`config.mk`:
```
export PLATFORM = sky130hd
export DESIGN_NAME = keypad_scan
export DESIGN_NICKNAME = d
export VERILOG_FILES = /design/src/rtl/keypad_scan.sv
export SDC_FILE = /design/constraint.sdc
export NUM_CORES = 1
export LEC_CHECK = 0
export CAP_MARGIN = 20
export CORE_ASPECT_RATIO = 0.6
export CORE_MARGIN = 10
export CORE_UTILIZATION = 40
export CTS_CLUSTER_DIAMETER = 150
export CTS_CLUSTER_SIZE = 30
export DETAILED_ROUTE_END_ITERATION = 10
export PLACE_DENSITY_LB_ADDON = 0.2
export RECOVER_POWER = 100
export SLEW_MARGIN = 20
export SYNTH_ARGS = -nofsm -noshare
export SYNTH_HDL_FRONTEND = slang
export SYNTH_SLANG_ARGS = --single-unit
```
`constraint.sdc`:
```
create_clock -name CLK -period 2.85 [get_ports CLK]
set_input_delay 0.57 -clock CLK [delete_from_list [all_inputs] [get_ports CLK]]
set_output_delay 0.57 -clock CLK [all_outputs]
set_load 0.01 [all_outputs]
```
`src/rtl/keypad_scan.sv`:
```
// 4x4 matrix keypad scanner: column drive, row debounce, key commit and 4-digit entry shift register.
// Latency: rows synchronized over 2 cycles; a press commits one cycle after its DEBOUNCE-th matching sample point.
// Backpressure: none; key_valid is a fire-and-forget pulse, entry_clr is honoured on any cycle.
module keypad_scan #(
  parameter int SCAN_DIV = 16,
  parameter int DEBOUNCE = 4
) (
  input  logic        CLK,
  input  logic        clr,
  input  logic [3:0]  row_in,
  input  logic        entry_clr,
  output logic [3:0]  col_out,
  output logic        key_valid,
  output logic [3:0]  key_code,
  output logic [15:0] entry_data
);

  typedef enum logic [1:0] {
    S_SCAN     = 2'd0,
    S_DEBOUNCE = 2'd1,
    S_HOLD     = 2'd2
  } state_t;

  localparam logic [7:0] DIV_LAST = 8'(SCAN_DIV - 1);
  localparam logic [3:0] DEB_N    = 4'(DEBOUNCE);

  // State registers and their next values
  logic [3:0]  sync1_q, sync1_d;
  logic [3:0]  rows_s_q, rows_s_d;
  logic [7:0]  div_q, div_d;
  state_t      state_q, state_d;
  logic [1:0]  col_idx_q, col_idx_d;
  logic [1:0]  row_idx_q, row_idx_d;
  logic [3:0]  deb_cnt_q, deb_cnt_d;
  logic [3:0]  rel_cnt_q, rel_cnt_d;
  logic        key_valid_q, key_valid_d;
  logic [3:0]  key_code_q, key_code_d;
  logic [15:0] entry_data_q, entry_data_d;

  // Combinational helpers
  logic        sample;
  logic        one_low;
  logic [1:0]  low_idx;
  logic        commit;
  logic [3:0]  code;

  // Row decode: a valid single key pulls exactly one row line low
  always_comb begin
    one_low = 1'b1;
    low_idx = 2'd0;
    case (rows_s_q)
      4'b1110: low_idx = 2'd0;
      4'b1101: low_idx = 2'd1;
      4'b1011: low_idx = 2'd2;
      4'b0111: low_idx = 2'd3;
      default: one_low = 1'b0;
    endcase
  end

  // Synchronizer, dwell divider and scan/debounce/hold state machine
  always_comb begin
    sync1_d   = row_in;
    rows_s_d  = sync1_q;
    sample    = (div_q == DIV_LAST);
    div_d     = sample ? 8'd0 : div_q + 8'd1;
    state_d   = state_q;
    col_idx_d = col_idx_q;
    row_idx_d = row_idx_q;
    deb_cnt_d = deb_cnt_q;
    rel_cnt_d = rel_cnt_q;
    commit    = 1'b0;

    if (sample) begin
      case (state_q)
        S_SCAN: begin
          if (one_low) begin
            row_idx_d = low_idx;
            deb_cnt_d = 4'd1;
            if (DEB_N == 4'd1) begin
              commit    = 1'b1;
              state_d   = S_HOLD;
              rel_cnt_d = 4'd0;
            end else begin
              state_d = S_DEBOUNCE;
            end
          end else begin
            col_idx_d = col_idx_q + 2'd1;
          end
        end
        S_DEBOUNCE: begin
          if (one_low && (low_idx == row_idx_q)) begin
            deb_cnt_d = deb_cnt_q + 4'd1;
            if ((deb_cnt_q + 4'd1) == DEB_N) begin
              commit    = 1'b1;
              state_d   = S_HOLD;
              rel_cnt_d = 4'd0;
            end
          end else begin
            state_d   = S_SCAN;
            col_idx_d = col_idx_q + 2'd1;
            deb_cnt_d = 4'd0;
          end
        end
        S_HOLD: begin
          // Any low row, including a second key, restarts the release count
          if (rows_s_q == 4'hF) begin
            if ((rel_cnt_q + 4'd1) == DEB_N) begin
              state_d   = S_SCAN;
              col_idx_d = col_idx_q + 2'd1;
              rel_cnt_d = 4'd0;
            end else begin
              rel_cnt_d = rel_cnt_q + 4'd1;
            end
          end else begin
            rel_cnt_d = 4'd0;
          end
        end
        default: begin
          state_d = S_SCAN;
        end
      endcase
    end
  end

  // Commit outputs: pulse, last code and entry shift register (clear wins over shift-in history)
  always_comb begin
    code         = {row_idx_d, col_idx_q};
    key_valid_d  = commit;
    key_code_d   = commit ? code : key_code_q;
    entry_data_d = entry_data_q;
    if (entry_clr) begin
      entry_data_d = commit ? {12'h000, code} : 16'h0000;
    end else if (commit) begin
      entry_data_d = {entry_data_q[11:0], code};
    end
  end

  // Register update with synchronous reset
  always_ff @(posedge CLK) begin
    if (clr) begin
      sync1_q      <= 4'hF;
      rows_s_q     <= 4'hF;
      div_q        <= 8'd0;
      state_q      <= S_SCAN;
      col_idx_q    <= 2'd0;
      row_idx_q    <= 2'd0;
      deb_cnt_q    <= 4'd0;
      rel_cnt_q    <= 4'd0;
      key_valid_q  <= 1'b0;
      key_code_q   <= 4'h0;
      entry_data_q <= 16'h0000;
    end else begin
      sync1_q      <= sync1_d;
      rows_s_q     <= rows_s_d;
      div_q        <= div_d;
      state_q      <= state_d;
      col_idx_q    <= col_idx_d;
      row_idx_q    <= row_idx_d;
      deb_cnt_q    <= deb_cnt_d;
      rel_cnt_q    <= rel_cnt_d;
      key_valid_q  <= key_valid_d;
      key_code_q   <= key_code_d;
      entry_data_q <= entry_data_d;
    end
  end

  assign col_out    = ~(4'b0001 << col_idx_q);
  assign key_valid  = key_valid_q;
  assign key_code   = key_code_q;
  assign entry_data = entry_data_q;

endmodule

```
==> run_results.csv, run 1 <==
group,metric,value,unit
synth,synthCells,259,
detailed_routing,vias,1859,
timing,tns,0,ns
placed_design,dp_hpwl,3.669,mm
timing,min_period,2.383,ns
synth,synth_commonest_cells,"dfxtp_1, nor2_1, a21oi_1, mux2i_1",
clock_tree,postCtsSetupBuffers,0,
synth,synth.most_common_cell,"dfxtp_1",
clock_tree,cts_inserted_buffers,5,
timing,relSlewSlack,21.99,%
synth,synth_seq_cells,51,
detailed_routing,drt-initial-drc-count,129,
placed_design,port_buffers,31,
clock_tree,clk_path_buf_depth,2,
global_route,antenna_found_initial,0,
global_route,grt_pass1_wl,8.749,mm
synth,yosysTopAreaCell,"dfxtp_1",
cells_and_area,syn2layout_area_growth,18.53,%
clock_tree,cts_root_buffer,"clkbuf_8",
synth,synth_edf_count,0,
setup_path,setup.worst_path.start_class,"flip-flop",
die,initial_core_util,42.55,%
timing,final_max_slew_viol_count,0,
synth,syn_avg_cell_area,9.411,µm²
min_path,min_path_type,"flip-flop to flip-flop",
synth,synth_area,2437,µm²
timing,hold_viol_final,0,
power_and_ir_drop,p_leak,1.122,nW
setup_path,worstSetupPathType,"flip-flop to flip-flop",
clock_tree,cts_tree,"built",
clock_tree,postCtsHoldBufs,0,
timing,setup_violations,0,
flow_run,max_cap_viol_count,0,
synth,synthArstFlopShare,0,%
timing,max_freq,419.6,MHz
detailed_routing,wirelength,5.116,mm
clock_tree,htreeDepth,2,
timing,fin_skew,0.01097,ns
synth,synth_seq_area_share,41.89,%
power_and_ir_drop,peakVddDrop,188.2,µV
placed_design,gp_congestion,0.8787,
cells_and_area,layout-drive-gt1-share,11.42,%
global_route,grt-ovfl-total,0,
clock_tree,cts_resized,0,
synth,netlist.area_leader.share,41.89,%
clock_tree,clk_pin_slew,0.10,ns
synth,ys.flop_type,"dfxtp_1",
die,die_width,120.8,µm
setup_path,critPathMaxFanout,26,
die,die_h,80.47,µm
setup_path,reg2reg_slack,0.47,ns
die,coreArea,5728,µm²
setup_path,crit_required,2.99,ns
power_and_ir_drop,power.density,450.6,nW/µm²
detailed_routing,drcViolationCount,0,
detailed_routing,vias_per_cell,5.038,
die,io_pins,32,
global_route,track_usage,11.01,%
clock_tree,cts_sinks,51,
cells_and_area,fin_util,50.44,%
clock_tree,clock_latency,0.31,ns
cells_and_area,nNetsFinal,308,
cells_and_area,antennaDiodeCount,0,
detailed_routing,dr.pass1.iters,4,
synth,ys_types,51,
die,die-area,9718,µm²
synth,yosysWarnings,0,
synth,synthesis.nets,279,
setup_path,cp-end-kind,"flip-flop",
detailed_routing,post_drt_wl_per_cell,13.86,µm
global_route,grt_max_degree,29,
timing,fin_crit_sh,83.61,%
timing,worst_pin_slew,1.170,ns
status,status,"complete, no violations",
detailed_routing,final_antenna_net_count,0,
timing,rsz0062_at_grt,"false",
die,rows,21,
global_route,first_global_vias,1748,
setup_path,arrival,2.52,ns
synth,synth_area_leaders,"dfxtp_1, ha_1, mux2i_1, nor2_1, a21oi_1",
==> cell type report <==
class	count	area, µm²
clock buffers	6	72.57
clock inverters	2	38.79
fillers	575	2839
inverters	13	48.80
multi-input cells	183	1279
flip-flops and latches	51	1021
well taps	80	100.1
repair buffers	34	329.1
==> worst max-delay path, stage by stage (launching register included) <==
cell and delay, ns:
dfxtp_1 0.44, ha_1 0.25, nor2b_1 0.14, a21oi_1 0.05, o32ai_1 0.48, nor3b_1 0.26
buf_4 0.35, or3b_2 0.18, a21oi_1 0.06
==> final timing paths <==
check / startpoint / to / cells after the start
worst min register to register: rows_s_d[2] / rows_s_q[2] / 1
worst min-delay path: rows_s_d[2] / rows_s_q[2] / 1
worst max-delay path: deb_cnt_q[0] / entry_data[0] / 8
worst max register to register: deb_cnt_q[0] / entry_data[0] / 8
==> power by group <==
group / internal, W / total, W / leakage [nW] / switching, W
logic: 0.0000284 / 0.0000567 / 0.653 / 0.0000283
registers: 0.000723 / 0.000734 / 0.413 / 0.0000108
clock network: 0.000266 / 0.000511 / 0.0558 / 0.000246
total: 0.00102 / 0.00130 / 1.12 / 0.000285
==> metal layers <==
layer,up-vias,global-route usage [%],part of all wire (%)
met2,34,14.20,38
li1,966,-,-
met3,5,4.399,6.0
met4,0,3.957,0.88
met5,-,0,0
met1,854,15.71,56
==> cells by family after synthesis <==
| family | after synthesis | synth area share, % |
|---|---|---|
| compound gates | 44 | 12.78 |
| xor+xnor | 10 | 3.593 |
| fa+ha+maj | 13 | 6.674 |
| buf+inv | 25 | 5.185 |
| flops | 51 | 41.89 |
| mux | 14 | 5.749 |
| simple gates | 102 | 24.13 |
==> placed cells by master, fill, tap and decap left out, types with 5 or more instances in the layout <==
cell | netlist | final
nand2_1 | 12 | 12
clkbuf_8 | 0 | 5
a21oi_1 | 14 | 14
xor2_1 | 6 | 6
ha_1 | 13 | 13
nand2b_1 | 5 | 5
or2_2 | 9 | 9
nor2_1 | 23 | 23
o21ai_0 | 8 | 8
dlygate4sd3_1 | 0 | 26
nand3_1 | 8 | 8
and3_1 | 5 | 5
mux2i_1 | 14 | 14
inv_1 | 13 | 13
clkdlybuf4s50_1 | 0 | 5
nand4_1 | 5 | 5
nor3_1 | 7 | 7
dfxtp_1 | 51 | 51
==> metrics by stage <==
stage               setup WS (ns)  cell area, µm²  hold WS (ns)  total power (W)  instances
CTS                        0.4980            2904        0.4168         0.001318        369
global placement           0.6064            2793        0.3944        0.0008079        361
global route               0.2688            2889        0.4370         0.001355        369
detailed placement         0.5079            2793        0.3932        0.0008083        361
floorplan                  0.7802            2437        0.3895        0.0007920        259
finish                     0.4670            2889        0.4175         0.001302        369
==> state kept, by name, summed over array words and instances, names as in the netlist <==
register    cells
col_idx_q       2
deb_cnt_q       4
div_q           8
entry_data     16
key_code        4
key_valid       1
rel_cnt_q       4
row_idx_q       2
rows_s_d        4
rows_s_q        4
state_q         2
Note: power is estimated with default switching activity, not from simulation.
==> inputs of run 2 (changes only) <==
clock period = 2.3 ns   (was 2.85 ns; I/O delays follow)
==> run 2 against run 1 <==
  * First-iteration DRC count shrank 17%
  * Non-clock buffer count grew 4
  * Sequential share of layout area shrank 0.69 points
  * Setup slack lost 0.32 ns
  * Largest cell class unchanged
  * Wire length grew 0.76%
  * Flip-flop and latch count is the same
==> run_results.csv, run 2 (synthesis gave the netlist of run 1 again) <==
group,metric,value,unit
status,status,"complete, no violations",
die,rows,21,
cells_and_area,final_cell_mix,"dfxtp_1, dlygate4sd3_1, nor2_1",
setup_path,cp-end-kind,"primary output",
detailed_routing,wirelength,5.155,mm
setup_path,arrival,1.69,ns
die,die_h,80.47,µm
setup_path,worstSetupPathType,"flip-flop to primary output",
clock_tree,cts_sinks,51,
placed_design,gp_congestion,0.8498,
power_and_ir_drop,p_leak,1.168,nW
clock_tree,clk_pin_slew,0.10,ns
clock_tree,postCtsHoldBufs,0,
clock_tree,clk_path_buf_depth,2,
min_path,whs_path_depth,1,
setup_path,crit_chain,"inv_1 -> ha_1 -> inv_1 -> dlygate4sd3_1",
detailed_routing,dr.pass1.iters,4,
global_route,grt_pass1_wl,9.025,mm
clock_tree,clock_latency,0.31,ns
timing,fin_crit_sh,93.60,%
die,die_width,120.8,µm
timing,min_period,2.153,ns
clock_tree,cts_resized,0,
flow_run,max_cap_viol_count,0,
cells_and_area,largest_reg_flops,16,
timing,hold_viol_final,0,
cells_and_area,antennaDiodeCount,0,
detailed_routing,vias_per_cell,5.107,
timing,final_max_slew_viol_count,0,
setup_path,critPathMaxFanout,4,
clock_tree,cts_tree,"built",
timing,worst_pin_slew,0.4127,ns
power_and_ir_drop,internal-power,0.001293,W
detailed_routing,vias,1905,
clock_tree,htreeDepth,2,
power_and_ir_drop,switching_share,21.78,%
setup_path,rr_startpoint,"rows_s_q[2]",
min_path,min_path_type,"flip-flop to flip-flop",
timing,max_freq,464.5,MHz
setup_path,setup.worst_path.start_class,"flip-flop",
cells_and_area,syn2layout_area_growth,21.20,%
cells_and_area,layout-drive-gt1-share,13.99,%
global_route,first_global_vias,1839,
setup_path,reg2reg_slack,0.19,ns
timing,relSlewSlack,72.13,%
power_and_ir_drop,clkPwrFrac,40.5,%
global_route,grt-ovfl-total,0,
detailed_routing,drt-initial-drc-count,107,
power_and_ir_drop,share_comb_of_total_power,4.6,%
timing,setup_violations,0,
power_and_ir_drop,power.switching,0.0003602,W
detailed_routing,post_drt_wl_per_cell,13.82,µm
clock_tree,cts_root_buffer,"clkbuf_8",
setup_path,cpMostUsedCell,"inv_1",
power_and_ir_drop,power.density,559.7,nW/µm²
cells_and_area,final_common_cell,"dfxtp_1",
timing,rsz0062_at_grt,"false",
setup_path,reg2reg_depth,6,
die,die-area,9718,µm²
power_and_ir_drop,peakVddDrop,252.0,µV
placed_design,dp_hpwl,3.804,mm
setup_path,slowest_stage,"dlygate4sd3_1",
timing,tns,0,ns
clock_tree,postCtsSetupBuffers,0,
clock_tree,cts_inserted_buffers,5,
cells_and_area,nNetsFinal,312,
global_route,track_usage,11.20,%
placed_design,place_area,2835,µm²
cells_and_area,final_area,2954,µm²
die,initial_core_util,42.55,%
setup_path,rr_endpoint,"rel_cnt_q[1]",
die,io_pins,32,
setup_path,critPathMaxStageDelay,0.60,ns
detailed_routing,drcViolationCount,0,
power_and_ir_drop,pwr-share-seq,54.9,%
setup_path,crit_required,1.84,ns
cells_and_area,fillCellCount,548,
die,coreArea,5728,µm²
detailed_routing,final_antenna_net_count,0,
global_route,antenna_found_initial,0,
global_route,grt_max_degree,28,
min_path,min_to,"rows_s_q[0]",
timing,fin_skew,0.005839,ns
placed_design,port_buffers,31,
min_path,hp-start,"rows_s_d[0]",
[run 2: worst max-delay path by stage]
stage / start / end / slack [ns] / cells after the start
2_1_floorplan: deb_cnt_q[0] / entry_data[14] / 0.23 / 8
6_report: col_idx_q[0] / col_out[2] / 0.15 / 4
5_1_grt: rows_s_q[2] / rel_cnt_q[1] / 0.02 / 6
4_1_cts: deb_cnt_q[0] / entry_data[1] / 0.18 / 9
3_3_place_gp: rows_s_q[2] / rel_cnt_q[1] / 0.21 / 6
3_5_place_dp: deb_cnt_q[0] / entry_data[1] / 0.20 / 9
[run 2: power by group through the flow]
stage	Combinational, W	Sequential [W]	Clock (W)
3_5_place_dp	0.0000768	0.000928	0
5_1_grt	0.0000858	0.000910	0.000718
6_report	0.0000763	0.000907	0.000670
2_1_floorplan	0.0000589	0.000922	0
4_1_cts	0.0000770	0.000908	0.000687
3_3_place_gp	0.0000765	0.000928	0
[run 2: critical path, delay by kind of cell (launching register included)]
kind | cells | cell delay, ns
adders and majority gates | 1 | 0.21
DFF | 1 | 0.42
buffers and inverters | 3 | 0.76
[run 2: cell type report]
| type | instances | area, µm² | area share, % |
|---|---|---|---|
| clock buffer | 6 | 82.58 | 2.795 |
| clock inverter | 2 | 38.79 | 1.313 |
| inverter | 13 | 48.80 | 1.652 |
| multi-input combinational | 183 | 1285 | 43.50 |
| sequential | 51 | 1023 | 34.65 |
| tap | 80 | 100.1 | 3.388 |
| timing repair buffer | 38 | 375.4 | 12.71 |
[run 2: metal layers]
| metal | track usage (%) | vias up | part of all wire (%) |
|---|---|---|---|
| li1 | - | 977 | - |
| met1 | 16.19 | 893 | 55 |
| met2 | 14.69 | 30 | 38 |
| met3 | 4.120 | 5 | 5.9 |
| met4 | 3.477 | 0 | 0.66 |
| met5 | 0 | - | 0 |
[run 2: per-stage QoR]
step | std cells | total power (W) | utilization, % | worst slack (ns) | hold slack [ns]
2_1_floorplan | 259 | 0.0009813 | - | 0.2302 | 0.3895
3_3_place_gp | 365 | 0.001004 | 49.50 | 0.2130 | 0.3938
3_5_place_dp | 365 | 0.001005 | 49.50 | 0.1955 | 0.3961
4_1_cts | 373 | 0.001672 | 51.62 | 0.1782 | 0.4198
5_1_grt | 373 | 0.001714 | 51.57 | 0.01590 | 0.4321
6_report | 373 | 0.001653 | 51.57 | 0.1472 | 0.4134
==> inputs of run 3 (changes only) <==
CORE_ASPECT_RATIO = not set   (was 0.6)
==> run 3 against run 2 <==
  * Via count fell by 1.3%
  * Setup slack improved by 0.023 ns
  * Worst hold slack worse by 0.00071 ns
  * First-iteration DRC count up 1.9%
  * Die area down 1.1%
  * Global-route usage down 1.1 points
  * Register-to-register slack about the same
==> run_results.csv, run 3 (synthesis gave the netlist of run 1 again) <==
group,metric,value,unit
status,status,"complete, no violations",
cells_and_area,final_common_cell,"dfxtp_1",
detailed_routing,dr.pass1.iters,4,
cells_and_area,nNetsFinal,314,
detailed_routing,wirelength,4.957,mm
clock_tree,cts_root_buffer,"clkbuf_8",
power_and_ir_drop,power.density,552.2,nW/µm²
setup_path,cpMostUsedCell,"inv_1",
timing,max_freq,469.5,MHz
setup_path,worstSetupPathType,"flip-flop to primary output",
setup_path,setup.worst_path.start_class,"flip-flop",
detailed_routing,final_antenna_net_count,0,
setup_path,crit_chain,"inv_1 -> ha_1 -> inv_1 -> dlygate4sd3_1",
detailed_routing,vias_per_cell,5.084,
cells_and_area,fin_util,49.83,%
cells_and_area,syn2layout_area_growth,21.05,%
timing,tns,0,ns
die,die-area,9616,µm²
clock_tree,postCtsSetupBuffers,0,
setup_path,cp-end-kind,"primary output",
cells_and_area,final_cell_mix,"dfxtp_1, dlygate4sd3_1, nor2_1",
detailed_routing,drt-initial-drc-count,109,
placed_design,dp_hpwl,3.595,mm
clock_tree,htreeDepth,2,
cells_and_area,largest_reg_flops,16,
die,coreArea,5921,µm²
die,rows,28,
clock_tree,postCtsHoldBufs,0,
min_path,min_path_type,"flip-flop to flip-flop",
cells_and_area,fillCellCount,570,
global_route,first_global_vias,1773,
min_path,whs_path_depth,1,
die,io_pins,32,
timing,rsz0062_at_grt,"false",
timing,hold_viol_final,0,
global_route,grt_max_degree,27,
flow_run,max_cap_viol_count,0,
setup_path,slowest_stage,"dlygate4sd3_1",
global_route,track_usage,10.12,%
timing,worst_pin_slew,0.7738,ns
power_and_ir_drop,p_leak,1.164,nW
cells_and_area,antennaDiodeCount,0,
setup_path,arrival,1.67,ns
cells_and_area,layout-drive-gt1-share,13.90,%
clock_tree,cts_sinks,51,
global_route,grt-ovfl-total,0,
setup_path,reg2reg_depth,9,
timing,final_max_slew_viol_count,0,
placed_design,port_buffers,31,
timing,setup_violations,0,
timing,fin_crit_sh,92.61,%
clock_tree,cts_resized,0,
die,die_width,98.06,µm
detailed_routing,post_drt_wl_per_cell,13.40,µm
detailed_routing,vias,1881,
setup_path,crit_required,1.84,ns
clock_tree,clk_pin_slew,0.10,ns
die,initial_core_util,41.17,%
global_route,grt_pass1_wl,8.307,mm
die,die_h,98.06,µm
power_and_ir_drop,peakVddDrop,278.8,µV
timing,min_period,2.130,ns
global_route,antenna_found_initial,0,
detailed_routing,drcViolationCount,0,
setup_path,critPathMaxStageDelay,0.60,ns
timing,relSlewSlack,48.42,%
timing,fin_skew,0.005282,ns
clock_tree,clock_latency,0.30,ns
clock_tree,clk_path_buf_depth,2,
clock_tree,cts_inserted_buffers,5,
clock_tree,cts_tree,"built",
placed_design,gp_congestion,0.8343,
setup_path,critPathMaxFanout,4,
## run 3: changes by cell type in the layout (fill, tap and decap cells not counted), sizes merged
| cell | previous run | this run |
|---|---|---|
| clkbuf | 6 | 8 |
| buf | 7 | 6 |
| clkdlybuf4s50 | 6 | 5 |
| clkinvlp | 0 | 1 |
| dlygate4sd3 | 25 | 26 |
## run 3: worst max-delay path, delay by kind of cell (launching register included)
family | cells | cell delay (ns)
flip-flops | 1 | 0.41
buffers and inverters | 3 | 0.75
adder cells (fa/ha/maj) | 1 | 0.20
## run 3: per-layer routing
layer	global-route usage (%)	wire length, µm
met1	11.54	2266
met2	17.26	2429
met3	3.594	227
met4	3.020	34
met5	0	0
## run 3: final cells by class
cell class	instances	area (µm²)	share of cell area, %
clock buffers	5	68.82	2.332
clock inverters	3	46.29	1.569
inverters	13	48.80	1.654
multi-input cells	183	1290	43.72
flip-flops and latches	51	1023	34.69
well taps	75	93.84	3.181
repair buffers	40	379.1	12.85
## run 3: path summary, 6_finish.rpt
| kind | start | endpoint | slack (ns) |
|---|---|---|---|
| max | col_idx_q[0] | col_out[0] | 0.17 |
| min | rows_s_d[1] | rows_s_q[1] | 0.41 |
| max reg2reg | deb_cnt_q[0] | entry_data[3] | 0.20 |
| min reg2reg | rows_s_d[1] | rows_s_q[1] | 0.41 |
## run 3: per-stage QoR
| step | setup slack (ns) | cell area [µm²] | power [W] | instances | hold WS (ns) |
|---|---|---|---|---|---|
| final | 0.1699 | 2950 | 0.001629 | 370 | 0.4127 |
| after global routing | 0.03895 | 2950 | 0.001697 | 370 | 0.4310 |
| after floorplan | 0.2302 | 2437 | 0.0009813 | 259 | 0.3895 |
| after global placement | 0.2024 | 2844 | 0.001006 | 362 | 0.3948 |
| after CTS | 0.1141 | 2959 | 0.001661 | 370 | 0.4140 |
| after detailed placement | 0.1512 | 2844 | 0.001006 | 362 | 0.3933 |
## run 3: power breakdown
| part | total, W | internal, W | leakage [nW] | switching, W |
|---|---|---|---|---|
| clock | 0.000646 | 0.000328 | 0.0548 | 0.000318 |
| combinational | 0.0000763 | 0.0000384 | 0.695 | 0.0000379 |
| sequential | 0.000907 | 0.000896 | 0.414 | 0.0000106 |
